--- src/rtl/output_argmax.sv ---
// Final classification stage: scans the logit read port once per start and reports
// the argmax class, its logit, the top-1/top-2 margin and a low-confidence flag.
module output_argmax #(
    parameter int unsigned NUM_CLASSES   = 10,
    parameter int unsigned LOGIT_W       = 6,
    parameter int unsigned IDX_W         = 4,
    parameter int unsigned MARGIN_THRESH = 4
) (
    input  logic                      clk,
    input  logic                      rst,
    input  logic                      start,
    output logic [IDX_W-1:0]          read_addr,
    input  logic signed [LOGIT_W-1:0] read_data,
    output logic                      busy,
    output logic                      result_valid,
    input  logic                      result_ready,
    output logic [IDX_W-1:0]          class_out,
    output logic signed [LOGIT_W-1:0] top_logit,
    output logic [LOGIT_W:0]          margin,
    output logic                      low_conf
);

    typedef enum logic [1:0] {StIdle, StScan, StResult} state_e;

    localparam logic [IDX_W-1:0]          LastIdx      = IDX_W'(NUM_CLASSES - 1);
    localparam logic [LOGIT_W:0]          MarginThresh = (LOGIT_W + 1)'(MARGIN_THRESH);
    localparam logic signed [LOGIT_W-1:0] MinLogit     = {1'b1, {(LOGIT_W - 1){1'b0}}};

    state_e                     state_q;
    logic signed [LOGIT_W-1:0]  top1_q, top2_q, top1_d, top2_d;
    logic [IDX_W-1:0]           top1_idx_q, top1_idx_d;
    logic [LOGIT_W:0]           margin_d;

    // Strict signed compares so that ties keep the lower index.
    always_comb begin
        top1_d     = top1_q;
        top2_d     = top2_q;
        top1_idx_d = top1_idx_q;
        if (read_data > top1_q) begin
            top2_d     = top1_q;
            top1_d     = read_data;
            top1_idx_d = read_addr;
        end else if (read_data > top2_q) begin
            top2_d = read_data;
        end
        // Sign-extend by one bit; top1 >= top2 keeps the difference non-negative.
        margin_d = {top1_d[LOGIT_W-1], top1_d} - {top2_d[LOGIT_W-1], top2_d};
    end

    always_ff @(posedge clk or posedge rst) begin
        if (rst) begin
            state_q      <= StIdle;
            read_addr    <= '0;
            busy         <= 1'b0;
            result_valid <= 1'b0;
            class_out    <= '0;
            top_logit    <= '0;
            margin       <= '0;
            low_conf     <= 1'b0;
            top1_q       <= '0;
            top2_q       <= '0;
            top1_idx_q   <= '0;
        end else begin
            case (state_q)
                StIdle: begin
                    if (start) begin
                        state_q    <= StScan;
                        read_addr  <= '0;
                        top1_q     <= MinLogit;
                        top2_q     <= MinLogit;
                        top1_idx_q <= '0;
                        busy       <= 1'b1;
                    end
                end
                StScan: begin
                    top1_q     <= top1_d;
                    top2_q     <= top2_d;
                    top1_idx_q <= top1_idx_d;
                    if (read_addr == LastIdx) begin
                        class_out    <= top1_idx_d;
                        top_logit    <= top1_d;
                        margin       <= margin_d;
                        low_conf     <= (margin_d < MarginThresh);
                        result_valid <= 1'b1;
                        read_addr    <= '0;
                        state_q      <= StResult;
                    end else begin
                        read_addr <= read_addr + IDX_W'(1);
                    end
                end
                StResult: begin
                    if (result_ready) begin
                        result_valid <= 1'b0;
                        busy         <= 1'b0;
                        state_q      <= StIdle;
                    end
                end
                default: state_q <= StIdle;
            endcase
        end
    end

endmodule

--- config.mk ---
export PLATFORM = sky130hd
export DESIGN_NAME = output_argmax
export DESIGN_NICKNAME = d
export VERILOG_FILES = /design/src/rtl/output_argmax.sv
export SDC_FILE = /design/constraint.sdc
export NUM_CORES = 1
export LEC_CHECK = 0
export ABC_AREA = 1
export ABC_CLOCK_PERIOD_IN_PS = 4950
export BUFFER_PORTS_ARGS = -buffer_cell sky130_fd_sc_hd__buf_4
export CAP_MARGIN = 15
export CORE_MARGIN = 1
export CORE_UTILIZATION = 62
export DETAILED_ROUTE_END_ITERATION = 8
export PLACE_DENSITY = 0.9
export SLEW_MARGIN = 20
export SYNTH_ARGS = -nofsm -noshare
export SYNTH_HDL_FRONTEND = slang
export SYNTH_SLANG_ARGS = --single-unit
--- constraint.sdc ---
create_clock -name clk -period 4.95 [get_ports clk]
set_input_delay 0.99 -clock clk [delete_from_list [all_inputs] [get_ports clk]]
set_output_delay 0.99 -clock clk [all_outputs]
set_load 0.005 [all_outputs]
==> impl_metrics.yaml <==
timing:
  rsz0062_at_grt: "false"
  slew_headroom: 0.505
  post-route-period-util: 0.753
  setup_viol: 0
  fmax_mhz: 268
  final.setup_skew_ns: 0.00374
  worst_pin_slew_ns: 0.742
  slew_viol_final: 0
  tns_ns: 0
  period_needed_ns: 3.73
  finalHoldViolCount: 0
yosys:
  synth-seq-cells: 42
  synth_warnings: 0
  ys_seq_area_frac: 0.398
  async_reset_ff_frac: 1.00
  synth_edf_count: 0
  synth_nets: 357
  synth-main-ff-cell: "dfrtp_1"
  synth_area_mm2: 0.00264
  avgSynthCellArea_um2: 8.06
  synthCells: 328
  synth.distinct_cells: 33
floorplanning:
  die_x_um: 67.3
  ios: 34
  start_util: 0.651
  dieArea_mm2: 0.00453
  rows: 23
  core_area_mm2: 0.00406
  fp.dieH_um: 67.3
setup_path:
  arrival_ns: 3.97
  crit_path_max_fanout: 32
  worstSetupEndpointType: "flip-flop"
  path_buf_inv: 3
  worst-setup-path-type: "in2reg"
  startpoint_type: "primary input"
  critPathMostFrequentCell: "nand2_1"
  slowest_delay_ns: 0.42
  crit_family: "simple AND/OR/NAND/NOR gates"
  crit_slowest_cell: "fa_1"
  worstPathRequired_ns: 5.19
  cp_cell_sequence: "buf_4 > ha_1 > nand2_1 > inv_1 > a21oi_1 > nand3_1 > nand2_4 > nand2_4 > o211ai_1 > o21ai_0 > ha_1 > fa_1 > inv_1 > nand3_2 > nand2_1 > nand2_1 > nor2_2 > nand2_1 > nor2_2 > nand2_1 > nand2_1"
min_path:
  hold_path_class: "reg2reg"
route:
  wirelength_mm: 5.60
  wl_per_cell_um: 13.7
  ant_nets: 0
  drt_iter0_markers: 175
  vias: 2228
  drcViolationCount: 0
  firstDrtPassIters: 4
  vias_per_cell: 5.43
global_routing:
  grt_pass1_wl_mm: 9.17
  gr-usage-met1: 0.350
  antenna_found_initial: 0
  grt_max_degree: 43
  grt.total_usage: 0.274
  use_met3: 0.0574
  grt-ovfl-total: 0
  busiest_layer: "met2"
  use_met2: 0.460
  grt_pass1_vias: 2051
run_status:
  status: "completed"
cells_and_area:
  layout.nets: 388
  drive_gt1_frac: 0.208
  insertedDiodeCount: 0
  syn_to_final_growth_pct: 13.1
cts:
  htree_num_levels: 2
  numCtsBuffers: 5
  clk_latency_ns: 0.30
  clkTransAtPathRegs_ns: 0.08
  clock_path_buffers: 2
  ctsResizeCount: 0
  post-cts-setup-buffer-count: 0
  clock-sinks: 42
  cts-root-buf: "clkbuf_8"
  holdBufCountCts: 0
  cts_tree: "built"
place:
  gp_congestion: 0.899
  portBuffers: 33
  dp_hpwl_mm: 4.11
run:
  maxCapViolCount: 0
## worst register-to-register path, delay by kind of cell, from the launching register on
family	cells	cell delay, ns
compound gates	3	0.53
simple gates	13	1.21
flops	1	0.41
fa+ha+maj	3	0.92
buf+inv	2	0.22
## synthesized netlist by cell type (2+ instances only)
master    number  area share
nand2_1       82        0.12
nand3_4        4       0.027
nand2_2       12       0.028
ha_1          18       0.085
nand4_1        2      0.0047
nor2_1         6      0.0085
nand2_4        2      0.0085
clkbuf_1       5      0.0071
inv_1         52       0.074
a21oi_1        4      0.0076
dfrtp_1       42        0.40
o211ai_1       3      0.0085
a31oi_1        2      0.0047
nand3_1       20       0.038
nor2_2         5       0.012
o22ai_1       13       0.031
o21ai_0       32       0.061
xor2_1         2      0.0066
nand3_2        8       0.030
## stage by stage
| stage | hold slack (ns) | setup slack, ns | util | cell area [um2] | std cells |
|---|---|---|---|---|---|
| 2_1_floorplan | 0.430 | 1.29 | - | 2640 | 328 |
| 6_report | 0.470 | 1.22 | 0.737 | 2990 | 410 |
| 3_3_place_gp | 0.439 | 1.09 | 0.714 | 2900 | 402 |
| 4_1_cts | 0.467 | 1.25 | 0.737 | 2990 | 410 |
| 3_5_place_dp | 0.462 | 0.961 | 0.714 | 2900 | 402 |
| 5_1_grt | 0.483 | 1.01 | 0.737 | 2990 | 410 |
## layout make-up
cell class	instances	area, um2
Multi-Input combinational cell	223	1330
Fill cell	306	1070
Sequential cell	42	1050
Timing Repair Buffer	34	255
Inverter	53	199
Clock buffer	5	68.8
Tap cell	50	62.6
Clock inverter	3	21.3
## flip-flops by register name, indices dropped and copies added (netlist names), 2 cells and up
name        flops
class_out       4
margin          7
top1_idx_q      4
read_addr       4
top2_q          6
top_logit       6
state_q         2
top1_q          6
## routing by layer
| metal | wire (um) | up-vias |
|---|---|---|
| met5 | 0 | - |
| met4 | 84 | 0 |
| met3 | 274 | 11 |
| met2 | 2750 | 62 |
| met1 | 2490 | 1026 |
| li1 | - | 1129 |
## cell families (layout without fill, tap and decap cells)
kind of cell	Yosys count	after routing	synth area share
AND/OR/NAND/NOR	144	144	0.280
XOR/XNOR	2	2	0.00663
AO/OA/AOI/OAI	58	58	0.124
buffers and inverters	63	95	0.0985
adder cells (fa/ha/maj)	19	19	0.0928
flip-flops	42	42	0.398
## cells in the final DEF, fill, tap and decap left out
cell type / n
inv_2: 1
o21bai_1: 1
o21ai_2: 1
nand2_2: 12
o31ai_1: 1
o211ai_1: 3
buf_4: 34
a21oi_1: 4
o21ai_0: 32
clkbuf_8: 5
xor2_1: 2
nand4_1: 2
nand2_1: 82
o21a_1: 1
dfrtp_1: 42
a31oi_1: 2
nand3_4: 4
clkinv_4: 1
nor3_1: 1
clkinv_2: 1
fa_1: 1
nand3_1: 20
nor2_1: 6
nand3_2: 8
o22ai_1: 13
ha_1: 18
and3_1: 1
nand3b_1: 1
nand2_4: 2
nor2_2: 5
clkinvlp_4: 1
inv_1: 52
## worst paths after layout
kind	start	to	slack, ns	cells past startpoint
max	read_data[5]	low_conf	1.22	21
min	state_q[0]	state_q[1]	0.47	1
max reg2reg	top1_q[3]	low_conf	1.60	21
min reg2reg	state_q[0]	state_q[1]	0.47	1
max in group asynchronous	rst	top1_q[2]	3.79	3
min in group asynchronous	rst	low_conf	0.81	3
Power is not shown: default switching activity piles up to over one toggle a cycle in this logic, so the estimate is an artifact.
